[config.mk]
export PLATFORM = sky130hd
export DESIGN_NAME = event_request_ctrl
export DESIGN_NICKNAME = d
export VERILOG_FILES = /design/src/rtl/event_request_ctrl.sv
export SDC_FILE = /design/constraint.sdc
export NUM_CORES = 1
export LEC_CHECK = 0
export CAP_MARGIN = 20
export CORE_MARGIN = 8
export CORE_UTILIZATION = 37
export DETAILED_ROUTE_END_ITERATION = 6
export HOLD_SLACK_MARGIN = 0.02
export PLACE_DENSITY = 0.73
export SLEW_MARGIN = 20
export SYNTH_ARGS = -nofsm -noshare
export SYNTH_HDL_FRONTEND = slang
export SYNTH_SLANG_ARGS = --single-unit
[constraint.sdc]
create_clock -name clk -period 1.1 [get_ports clk]
set_input_delay 0.22 -clock clk [delete_from_list [all_inputs] [get_ports clk]]
set_output_delay 0.22 -clock clk [all_outputs]
set_load 0.05 [all_outputs]
[src/rtl/event_request_ctrl.sv]
// event_request_ctrl: latches enabled event pulses per channel and arbitrates them onto one request/ack handshake.
// Define EVENT_REQUEST_CTRL_ROUND_ROBIN_EN for round-robin grant order; default is fixed lowest-index priority.
module event_request_ctrl #(
   parameter int N_EVENTS = 4,
   parameter int ID_BITS  = 2
) (
   input  logic                clk,
   input  logic                rst_n,
   input  logic [N_EVENTS-1:0] event_en,
   input  logic [N_EVENTS-1:0] event_pulse,
   input  logic [N_EVENTS-1:0] overrun_clr,
   output logic                tx_request,
   output logic [ID_BITS-1:0]  tx_event_id,
   input  logic                tx_ack,
   output logic [N_EVENTS-1:0] pending,
   output logic [N_EVENTS-1:0] overrun
);

   typedef enum logic {S_IDLE, S_REQ} state_t;

   state_t              r_state;
   state_t              w_state_nxt;
   logic [N_EVENTS-1:0] r_pending;
   logic [N_EVENTS-1:0] r_overrun;
   logic [N_EVENTS-1:0] w_pending_nxt;
   logic [N_EVENTS-1:0] w_overrun_nxt;
   logic [N_EVENTS-1:0] w_ack_clr;
   logic [ID_BITS-1:0]  r_id;
   logic [ID_BITS-1:0]  w_id_nxt;
   logic [ID_BITS-1:0]  w_sel;
   logic                w_ack_hit;
   logic                w_any;

   // An ack only counts while a request is actually outstanding.
   assign w_ack_hit = tx_ack && (r_state == S_REQ);
   assign w_any     = |r_pending;

   always_comb begin
      w_ack_clr = '0;
      for (int i = 0; i < N_EVENTS; i++) begin
         w_ack_clr[i] = w_ack_hit && (r_id == ID_BITS'(i));
      end
   end

   assign w_pending_nxt = event_en & ((r_pending & ~w_ack_clr) | event_pulse);
   assign w_overrun_nxt = (event_en & event_pulse & r_pending & ~w_ack_clr)
                        | (r_overrun & ~overrun_clr);

`ifdef EVENT_REQUEST_CTRL_ROUND_ROBIN_EN
   logic [ID_BITS-1:0] r_last;

   // Walk the search order backwards so the closest channel after r_last wins.
   always_comb begin
      w_sel = '0;
      for (int k = N_EVENTS; k >= 1; k--) begin
         for (int i = 0; i < N_EVENTS; i++) begin
            if (r_pending[i] && (i == ((int'(r_last) + k) % N_EVENTS))) begin
               w_sel = ID_BITS'(i);
            end
         end
      end
   end

   always_ff @(posedge clk or negedge rst_n) begin
      if (!rst_n) begin
         r_last <= ID_BITS'(N_EVENTS - 1);
      end else if ((r_state == S_IDLE) && w_any) begin
         r_last <= w_sel;
      end
   end
`else
   always_comb begin
      w_sel = '0;
      for (int i = N_EVENTS - 1; i >= 0; i--) begin
         if (r_pending[i]) begin
            w_sel = ID_BITS'(i);
         end
      end
   end
`endif

   always_comb begin
      w_state_nxt = r_state;
      w_id_nxt    = r_id;
      case (r_state)
         S_IDLE: begin
            if (w_any) begin
               w_state_nxt = S_REQ;
               w_id_nxt    = w_sel;
            end
         end
         S_REQ: begin
            if (w_ack_hit) begin
               w_state_nxt = S_IDLE;
            end
         end
         default: w_state_nxt = S_IDLE;
      endcase
   end

   always_ff @(posedge clk or negedge rst_n) begin
      if (!rst_n) begin
         r_state   <= S_IDLE;
         r_id      <= '0;
         r_pending <= '0;
         r_overrun <= '0;
      end else begin
         r_state   <= w_state_nxt;
         r_id      <= w_id_nxt;
         r_pending <= w_pending_nxt;
         r_overrun <= w_overrun_nxt;
      end
   end

   assign tx_request  = (r_state == S_REQ);
   assign tx_event_id = r_id;
   assign pending     = r_pending;
   assign overrun     = r_overrun;

endmodule

==> flow_metrics.env <==
export IMPL_status="finished, violations left"
export IMPL_violations="negative setup slack"
export IMPL_synth_area_um2=500
export IMPL_htreeDepth=1
export IMPL_drt_pass1_iterations=4
export IMPL_ys_async_sr_fraction=1.00
export IMPL_crit_fanout=5
export IMPL_crit_chain="buf_12"
export IMPL_slew_violations=0
export IMPL_gp_congestion=0.824
export IMPL_port_buffers=25
export IMPL_critPathLaunchType="flip-flop"
export IMPL_postSynth_topFlopCell="dfrtp_1"
export IMPL_cap_violations=0
export IMPL_cp_data_required_time_ns=0.88
export IMPL_fin_crit_ns=1.11
export IMPL_syn_area_per_cell_um2=10.4
export IMPL_finalCritPeriodShare=1.01
export IMPL_antenna_found_initial=0
export IMPL_initial_utilization=0.389
export IMPL_root_buffer="clkbuf_4"
export IMPL_seq_area_frac_synth=0.550
export IMPL_synth_top_cell_by_area="dfrtp_1"
export IMPL_timing_setup_tns_ns=-0.00857
export IMPL_synth_top_area_frac=0.550
export IMPL_rsz0062_at_grt="yes"
export IMPL_cts_sinks=11
export IMPL_hold_class="primary input to asynchronous set/reset pin"
export IMPL_dieArea_um2=2790
export IMPL_grt_first_pass_wirelength_um=2500
export IMPL_relSlewSlack=0.854
export IMPL_row_count=13
export IMPL_cp_slowest_cell="dfrtp_2"
export IMPL_setup_violations=1
export IMPL_die_w_um=52.8
export IMPL_synth_common_cells="dfrtp_1, inv_1, nor2_1, a21oi_1, nand4_1"
export IMPL_track_usage=0.126
export IMPL_fin_ws_ns=-0.00857
export IMPL_clk_pin_slew_ns=0.07
export IMPL_fillers=76
export IMPL_end_kind="output pin"
export IMPL_layout_nets=102
export IMPL_numCtsBuffers=3
export IMPL_boundaryPins=26
export IMPL_wl_per_cell_um=15.2
export IMPL_synth_edf_count=0
export IMPL_avgViaCountPerCell=5.03
export IMPL_num_vias=508
export IMPL_drtIter0Drc=6
export IMPL_finalPower_mw=1.53
export IMPL_die_h_um=52.8
export IMPL_drc_errors=0
export IMPL_ys_top_cells_by_area="dfrtp_1, nand4_1, inv_1"
export IMPL_hold_viol_final=0
export IMPL_peakVddDrop_mv=1.09
export IMPL_drive_above_1_share=0.407
export IMPL_synth_nets=63
export IMPL_grt_pass1_vias=559
export IMPL_holdWs_ns=0.254
export IMPL_cts_buffer_depth=2
export IMPL_yosys_warnings=0
export IMPL_core_area_um2=1280
export IMPL_skew_ns=0.00518
export IMPL_path_buf_inv=1
export IMPL_dpl_worst_slack_ns=-0.165
export IMPL_antenna_left=0
export IMPL_power_leakage_nw=0.425
export IMPL_synth_most_common_cell="dfrtp_1"
export IMPL_timing_fmax_mhz=902
export IMPL_wl_um=1530
export IMPL_grt_overflow_total=0
export IMPL_cp_slowest_stage_delay_ns=0.45
export IMPL_cts_tree="done"
export IMPL_grt_max_degree=12
export IMPL_utilization=0.775
export IMPL_clock_latency_ns=0.27
export IMPL_crit_type="flip-flop to output pin"
export IMPL_synth_distinct_cells=17
export IMPL_path_delay_family="flip-flops"
export IMPL_arrival_ns=0.89
export IMPL_syn_inst=48
export IMPL_power_density_nw_per_um2=1530
export IMPL_synthToLayoutAreaGrowth_pct=99.0
export IMPL_tightest_slew_ns=0.217
export IMPL_num_antenna_cells=0
export IMPL_synth_seq_cells=11
[layout make-up]
type / instances / area, um^2 / share of cell area
well taps: 15 / 18.8 / 0.0188
flip-flops and latches: 11 / 284 / 0.285
clock buffers: 4 / 26.3 / 0.0264
repair buffers: 35 / 443 / 0.445
multi-input cells: 30 / 201 / 0.202
inverters: 6 / 22.5 / 0.0226
[report_power, final]
group          internal, mW  total (mW)  switching (mW)
combinational         0.377       0.716           0.339
clock                 0.140       0.268           0.128
sequential            0.464       0.543          0.0799
[per-layer routing]
metal / part of all wire / GRT usage / vias to the layer above
li1: - / - / 244
met1: 0.34 / 0.104 / 241
met2: 0.54 / 0.234 / 19
met3: 0.095 / 0.0682 / 4
met4: 0.025 / 0.0560 / 0
met5: 0 / 0 / -
[through the flow]
step	cell area, um^2	instances
2_1_floorplan	510	48
3_3_place_gp	886	88
3_5_place_dp	886	88
4_1_cts	982	101
5_1_grt	996	101
6_report	996	101
[layout by cell type, fill, tap and decap left out, types with 2 or more instances in the layout]
cell and instances:
a21oi_1 3, buf_12 11, buf_4 8, buf_6 2, clkbuf_4 3, clkdlybuf4s50_1 14
dfrtp_1 4, dfrtp_2 7, inv_1 6, nand4_1 4, nand4b_1 2, nor2_1 5
nor2b_1 2, o21ai_1 3, o22a_1 2
[cells by family after synthesis]
group	after synthesis	share of synthesized area
AOI/OAI and AO/OA	13	0.190
buffers and inverters	7	0.0600
DFF	11	0.550
and+or+nand+nor	17	0.200
[state kept, by name, indices dropped and copies added (netlist names)]
signal / count
overrun: 4
pending: 4
tx_event_id: 2
tx_request: 1
[path summary, 6_finish.rpt]
path	end	cells past startpoint	slack [ns]	from
max reg2reg	overrun[0]	3	0.02	tx_event_id[0]
max in group asynchronous	pending[0]	2	0.68	rst_n
max	tx_event_id[0]	1	-0.009	tx_event_id[0]
min	tx_request	2	0.25	rst_n
min in group clk	overrun[2]	2	0.50	overrun_clr[2]
min reg2reg	overrun[1]	2	0.57	overrun[1]
[repair_timing]
item | CTS | global route
hold buffers | 0 | 0
setup buffers | 9 | 0
pin swaps | 0 | 1
gates resized for setup | 2 | 4
endpoints found under the setup margin | 7 | 9
No activity file was read; power rests on OpenSTA's default activity.
